**src/rtl/paint_mode_control.sv**
```systemverilog
// Top-level mode sequencer for the laser-paint pipeline: calibration, run, pause,
// canvas-clear sweep and brush-colour cycling driven by debounced button edges.
module paint_mode_control #(
   parameter int NUM_COLORS   = 4,
   parameter int CAL_FRAMES   = 8,
   parameter int IDLE_FRAMES  = 60,
   parameter int CANVAS_WORDS = 76800,
   localparam int ADDR_W = $clog2(CANVAS_WORDS),
   localparam int CIDX_W = $clog2(NUM_COLORS)
) (
   input  logic              clk,
   input  logic              reset,
   input  logic              get_color,
   input  logic              pause_btn,
   input  logic              clear_btn,
   input  logic              brush_next,
   input  logic              frame_start,
   input  logic              laser_seen,
   input  logic              clear_ready,
   output logic              run,
   output logic              cal_active,
   output logic              cal_done,
   output logic              paused,
   output logic              clear_we,
   output logic [ADDR_W-1:0] clear_addr,
   output logic [CIDX_W-1:0] color_idx,
   output logic [2:0]        state_dbg
);

   localparam int FC_W = $clog2(CAL_FRAMES + 1);
   localparam int IC_W = $clog2(IDLE_FRAMES + 1);

   typedef enum logic [2:0] {
      S_INIT  = 3'd0,
      S_CAL   = 3'd1,
      S_RUN   = 3'd2,
      S_PAUSE = 3'd3,
      S_CLEAR = 3'd4
   } state_t;

   state_t            state_q, state_d;
   logic [FC_W-1:0]   frame_q, frame_d;
   logic [IC_W-1:0]   idle_q, idle_d;
   logic [CIDX_W-1:0] color_q, color_d;
   logic [ADDR_W-1:0] addr_q, addr_d;
   logic              cal_done_q, cal_done_d;
   logic              auto_q, auto_d;
   logic              ret_pause_q, ret_pause_d;
   logic [3:0]        prev_q;
   logic [3:0]        btn, btn_edge;
   logic [CIDX_W-1:0] color_next;

   assign btn      = {clear_btn, get_color, pause_btn, brush_next};
   assign btn_edge = btn & ~prev_q;

   assign color_next = (color_q == CIDX_W'(NUM_COLORS - 1)) ? '0 : color_q + CIDX_W'(1);

   // NOTE: state uses non-blocking assignments so every register samples pre-edge values.
   always_ff @(posedge clk or posedge reset) begin
      if (reset) begin
         state_q     <= S_INIT;
         frame_q     <= '0;
         idle_q      <= '0;
         color_q     <= '0;
         addr_q      <= '0;
         cal_done_q  <= 1'b0;
         auto_q      <= 1'b0;
         ret_pause_q <= 1'b0;
         // History starts high so a button held through reset must be released first.
         prev_q      <= '1;
      end else begin
         state_q     <= state_d;
         frame_q     <= frame_d;
         idle_q      <= idle_d;
         color_q     <= color_d;
         addr_q      <= addr_d;
         cal_done_q  <= cal_done_d;
         auto_q      <= auto_d;
         ret_pause_q <= ret_pause_d;
         prev_q      <= btn;
      end
   end

   // NOTE: every variable gets a default first so no path leaves it unassigned (no latches).
   always_comb begin
      state_d     = state_q;
      frame_d     = frame_q;
      idle_d      = '0;
      color_d     = color_q;
      addr_d      = addr_q;
      cal_done_d  = 1'b0;
      auto_d      = auto_q;
      ret_pause_d = ret_pause_q;

      unique case (state_q)
         S_INIT: begin
            if (btn_edge[2]) begin
               state_d = S_CAL;
               frame_d = '0;
            end
         end

         S_CAL: begin
            if (btn_edge[2]) begin
               frame_d = '0;
            end else if (frame_start) begin
               if (frame_q == FC_W'(CAL_FRAMES - 1)) begin
                  state_d    = S_RUN;
                  frame_d    = '0;
                  cal_done_d = 1'b1;
               end else begin
                  frame_d = frame_q + FC_W'(1);
               end
            end
         end

         S_RUN: begin
            idle_d = idle_q;
            if (btn_edge[3]) begin
               state_d     = S_CLEAR;
               addr_d      = '0;
               ret_pause_d = 1'b0;
               idle_d      = '0;
            end else if (btn_edge[2]) begin
               state_d = S_CAL;
               frame_d = '0;
               idle_d  = '0;
            end else if (btn_edge[1]) begin
               state_d = S_PAUSE;
               auto_d  = 1'b0;
               idle_d  = '0;
            end else begin
               if (frame_start) begin
                  if (laser_seen) begin
                     idle_d = '0;
                  end else if (idle_q == IC_W'(IDLE_FRAMES - 1)) begin
                     state_d = S_PAUSE;
                     auto_d  = 1'b1;
                     idle_d  = '0;
                  end else begin
                     idle_d = idle_q + IC_W'(1);
                  end
               end
               if (btn_edge[0]) color_d = color_next;
            end
         end

         S_PAUSE: begin
            if (btn_edge[3]) begin
               state_d     = S_CLEAR;
               addr_d      = '0;
               ret_pause_d = 1'b1;
            end else if (btn_edge[2]) begin
               state_d = S_CAL;
               frame_d = '0;
            end else if (btn_edge[1]) begin
               state_d = S_RUN;
            end else begin
               if (auto_q && frame_start && laser_seen) state_d = S_RUN;
               if (btn_edge[0]) color_d = color_next;
            end
         end

         S_CLEAR: begin
            if (clear_ready) begin
               if (addr_q == ADDR_W'(CANVAS_WORDS - 1)) begin
                  state_d = ret_pause_q ? S_PAUSE : S_RUN;
                  addr_d  = '0;
               end else begin
                  addr_d = addr_q + ADDR_W'(1);
               end
            end
         end

         default: state_d = S_INIT;
      endcase
   end

   assign run        = (state_q == S_RUN);
   assign cal_active = (state_q == S_CAL);
   assign paused     = (state_q == S_PAUSE);
   assign clear_we   = (state_q == S_CLEAR);
   assign cal_done   = cal_done_q;
   assign clear_addr = addr_q;
   assign color_idx  = color_q;
   assign state_dbg  = state_q;

endmodule

```
**config.mk**
```make
export PLATFORM = sky130hd
export DESIGN_NAME = paint_mode_control
export DESIGN_NICKNAME = d
export VERILOG_FILES = /design/src/rtl/paint_mode_control.sv
export SDC_FILE = /design/constraint.sdc
export NUM_CORES = 1
export LEC_CHECK = 0
export CAP_MARGIN = 0
export CORE_MARGIN = 1.5
export CORE_UTILIZATION = 35
export CTS_BUF_LIST = sky130_fd_sc_hd__clkbuf_8 sky130_fd_sc_hd__clkbuf_16
export DETAILED_ROUTE_END_ITERATION = 16
export SLEW_MARGIN = 20
export SYNTH_ARGS = -nofsm -noshare
export SYNTH_HDL_FRONTEND = slang
export SYNTH_SLANG_ARGS = --single-unit
```
**constraint.sdc**
```tcl
create_clock -name clk -period 3.7 [get_ports clk]
set_clock_uncertainty 0.15 [all_clocks]
set_input_delay 0.74 -clock clk [delete_from_list [all_inputs] [get_ports clk]]
set_output_delay 0.74 -clock clk [all_outputs]
set_load 0.02 [all_outputs]
```
**Yosys cells after proc, flatten, opt, wreduce, memory -nomap -nowiden**

Cells that the tools add are included.

- Bits in registers: 39
- Output and inout bits: 27
- Word-level logic and storage cells: 104

- Add/sub/neg operators: 4
- Eq/ne operators: 24
- Mux-type cells: 47
- Bitwise gates (word level): 5
- Reductions and logical operators: 15

Operators by type and width:

| cell | number |
|---|---|
| 2-to-1 mux 17 bit | 3 |
| 2-to-1 mux 3 bit | 16 |
| 2-to-1 mux 6 bit | 7 |
| one-hot mux 17 bit (2 select lines) | 1 |
| 2-to-1 mux 4 bit | 5 |
| adder 17 x 1 -> 17 bit, second input constant | 1 |
| equality test 17 bit, second input constant | 1 |
| one-hot mux 3 bit (5 select lines) | 1 |
| inequality test 2 x 1 -> 1 bit, second input constant | 6 |
| one-hot mux 4 bit (3 select lines) | 1 |
| 2-to-1 mux 1 bit | 11 |
| inequality test 2 bit, second input constant | 5 |
| inequality test 5 x 1 -> 1 bit, second input constant | 2 |
| inequality test 5 x 2 -> 1 bit, second input constant | 2 |
| AND reduction 10 bit | 1 |
| AND reduction 3 bit | 3 |
| nonzero test 2 bit | 4 |
| adder 6 x 1 -> 6 bit, second input constant | 1 |
| equality test 3 x 2 -> 1 bit, second input constant | 2 |
| equality test 6 bit, second input constant | 1 |
| AND reduction 6 bit | 1 |
| AND reduction 5 bit | 1 |
| adder 4 x 1 -> 4 bit, second input constant | 1 |
| bitwise AND 4 bit | 1 |
| other kinds (14) | 17 |

**Logic depth before layout (Yosys ltp)**

- Depth after elaboration: 8
- Gate-level depth with buffers: 7
- Depth with buffers taken out: 6

**Worst setup path before layout**

OpenSTA, ideal clock, no wires.

- Path kind: input port to flip-flop
- Start: input frame_start
- End: register state_q[0], in the netlist state_dbg[0]
- Arrival: 1.876 ns
- Required time: 3.425 ns
- Setup slack: 1.549 ns
- Stages on the path: 6
- Path buffers: 1
- Path through: buf_6 nand2b_1 or4_4 nand3b_1 and3_4 mux2_4

- Word-level cells in the longest chain between the ends: 4
- Elaborated cells between the ends (all ways): 6

Ends and longest elaborated chain:

| item | RTL line | source |
|---|---|---|
| start: declaration | 17 | `input logic frame_start,` |
| logical AND 1 bit (2 in a row) | 159 | `if (auto_q && frame_start && laser_seen) state_d = S_RUN;` |
| inequality test 5 x 1 -> 1 bit (no line) | n/a |  |
| AND reduction 10 bit (no line) (*) | n/a |  |
| end signal: assignment | 72 | `state_q <= state_d;` |
| end: declaration | 41 | `state_t state_q, state_d;` |

Every way passes the cells marked *; elsewhere a longest branch is shown, timed or not.
A chain may end at the register's enable or synchronous reset.

**Worst setup path after layout**

- Start: register state_q[2], in the netlist state_dbg[2]
- End: output clear_we

- Word-level cells in the longest chain between the ends: 1

Ends and longest elaborated chain:

| item | RTL line | source |
|---|---|---|
| equality test 3 bit | 182 | `assign clear_we = (state_q == S_CLEAR);` |
| end: declaration | 24 | `output logic clear_we,` |

No other way between the ends.

==> impl_metrics.tcl <==
set metrics [dict create \
    outcome "finished, final reports clean" \
    ys_warn_count 0 \
    total_leakage_power_nw 1.10 \
    timing.fmax_mhz 351 \
    cp-startpoint "state_dbg[2]$_DFFE_PP0P_" \
    crit_path_top_delay_cell "clkdlybuf4s50_1" \
    synth_top_flop_cell "dfrtp_1" \
    min_period_ps 2850 \
    core-area_sq_um 5960 \
    dp_worst_setup_slack_ps 848 \
    grt_pass1_vias 1641 \
    switchingPower_uw 320 \
    p_clk_share_pct 33.4 \
    final_cells 331 \
    grt_pass1_wl_um 7670 \
    clock_latency_ps 290 \
    fillCellCount 597 \
    cp.arrival_ps 1960 \
    cp-end-kind "primary output" \
    dieArea_sq_um 6700 \
    die-height_um 81.8 \
    ys_seq_area_share_pct 45.1 \
    path_cells "inv_2, nor3_2, clkdlybuf4s50_1" \
    n_antenna_cell 0 \
    slowest_delay_ps 670 \
    critPathKind "flip-flop to primary output" \
    totalWireLength_um 4510 \
    place_inst 323 \
    setup_ws_ps 849 \
    ff2ff_path_depth 5 \
    synth.most_common_cell "dfrtp_1" \
    fin_crit_sh_pct 77.1 \
    post-cts-setup-buffer-count 0 \
    synth_edf_count 0 \
    synthTopCellsByArea "dfrtp_1 40%, dfstp_2 4.8%, xor2_1 4.0%" \
    post_cts_resize_count 0 \
    drt-initial-drc-count 98 \
    hpwl_um 3240 \
    root_buffer "clkbuf_8" \
    rows 28 \
    drive_above_1_share_pct 14.5 \
    start_util_pct 36.5 \
    crit_path_end "clear_we" \
    p_total_mw 1.11 \
    drtPass1Iterations 4 \
    io_buffers 35 \
    path_buf_inv 2 \
    nNetsFinal 268 \
    routed_via_density 5.20 \
    antenna_found_initial 0 \
    synthTopCellsByCount "35 x dfrtp_1, 22 x nor2_1, 19 x nand2_1, 16 x o21ai_0, 12 x nand4_1" \
    whs_ps 328 \
    worstSetupStartpointType "flip-flop" \
    rr_startpoint "state_dbg[0]$_DFFE_PP0P_" \
    p_per_area_nw_per_um2 412 \
    hold_path_class "flip-flop to flip-flop" \
    critPathRequiredTime_ps 2810 \
    pin_count 36 \
    gp_congestion 0.750 \
    postSynthAreaPerCell_sq_um 9.98 \
    drc 0 \
    layout.area.seq_sq_um 981 \
    yosysTopAreaCellShare_pct 40.3 \
    max_cap_viol_count 0 \
    cts_tree "done" \
    hold_buffers 0 \
    wl_per_cell_um 13.6 \
    p_comb_share_pct 19.7 \
    worst_path_dominant_cell_family "buffers and inverters" \
    hold_violations 0 \
    async_flop_share_pct 100 \
    maxSlewViolCount 0 \
    crit_fanout 10 \
    slew_headroom_pct 64.4 \
    vdd_drop_max_v 0.000211 \
    min_from "frame_q[3]$_DFFE_PP0P_" \
    cts_buffer_depth 2 \
    clk_pin_slew_ps 70 \
    clock_sinks 39 \
    synthCells 218 \
    synthToLayoutAreaGrowth_pct 23.3 \
    synth.net_count 231 \
    yosysTopAreaCell "dfrtp_1" \
    seq_power_share_pct 46.8 \
    grt_max_degree 27 \
    num_vias 1721 \
    internal_power_uw 785 \
    fin_tns_setup_ps 0 \
    multi_input_area_sq_um 1100 \
    die_w_um 81.8 \
    grt_usage_pct 14.9 \
    setup_viol 0 \
    yosysUniqueCellTypes 56 \
    overflow 0 \
    h-tree-depth 2 \
    ys_ff_latch 39 \
    rsz0062_at_grt "no" \
    r2r_slack_ps 1560 \
    netlist_area_sq_um 2170 \
    sw_frac_of_total_pct 29.0 \
    cts_buffers 5 \
    antenna_left 0 \
    cp_num_cells 3 \
    r2r_end "state_dbg[0]$_DFFE_PP0P_" \
    worst_pin_slew_ps 533 \
]
[logic make-up after synthesis]
| group | share of synthesized area (%) |
|---|---|
| buffers and inverters | 4.08 |
| AND/OR/NAND/NOR | 28.5 |
| multiplexers | 2.70 |
| AO/OA/AOI/OAI | 12.1 |
| flip-flops | 45.1 |
| XOR/XNOR | 5.24 |
| adder cells (fa/ha/maj) | 2.30 |
[flip-flops by register name, indices dropped and copies added (netlist names)]
register and count:
auto_q 1, cal_done 1, clear_addr 17, color_idx 2, frame_q 4, idle_q 6
prev_q 4, ret_pause_q 1, state_dbg 3
[power by group through the flow]
stage	sequential, mW	combinational [mW]	clock (mW)
final	0.518	0.218	0.370
after global routing	0.526	0.240	0.403
after CTS	0.518	0.221	0.381
after detailed placement	0.524	0.220	0
after global placement	0.526	0.219	0
after floorplan	0.550	0.0946	0
[layer usage]
layer  GRT usage, %  routed length, um  vias up
met5              0                  0        -
met4           3.90                 40        0
met3           3.89                185        6
met2           23.8               2060       30
met1           20.0               2220      833
li1               -                  -      852
[through the flow]
step	util, %	instance area [sq um]
6_report	45.0	2680
5_1_grt	45.0	2680
4_1_cts	45.0	2680
3_5_place_dp	43.0	2560
3_3_place_gp	43.0	2560
2_1_floorplan	-	2170
[placed cells by master, fill, tap and decap left out, drive strengths merged, types with 5 or more instances in the layout]
| cell | instances |
|---|---|
| a21oi | 6 |
| and3 | 8 |
| clkbuf | 6 |
| clkdlybuf4s50 | 35 |
| dfrtp | 35 |
| inv | 5 |
| nand2 | 20 |
| nand2b | 5 |
| nand3 | 9 |
| nand4 | 13 |
| nor2 | 24 |
| o21ai | 18 |
| xor2 | 10 |
[layout make-up]
type	instances	area share, %
flip-flops and latches	39	36.6
repair buffers	37	13.6
well taps	75	3.50
multi-input cells	167	41.2
clock inverters	2	1.31
inverters	5	0.700
clock buffers	6	3.08
[worst min-delay path by stage]
stage                                         to  depth (start not counted)  slack (ps)
final                     frame_q[3]$_DFFE_PP0P_                          1         330
after global routing      frame_q[3]$_DFFE_PP0P_                          1         370
after CTS                 frame_q[3]$_DFFE_PP0P_                          1         330
after detailed placement  frame_q[3]$_DFFE_PP0P_                          1         320
after global placement    frame_q[3]$_DFFE_PP0P_                          1         330
after floorplan           frame_q[3]$_DFFE_PP0P_                          1         290
Note: power is estimated with default switching activity, not from simulation.
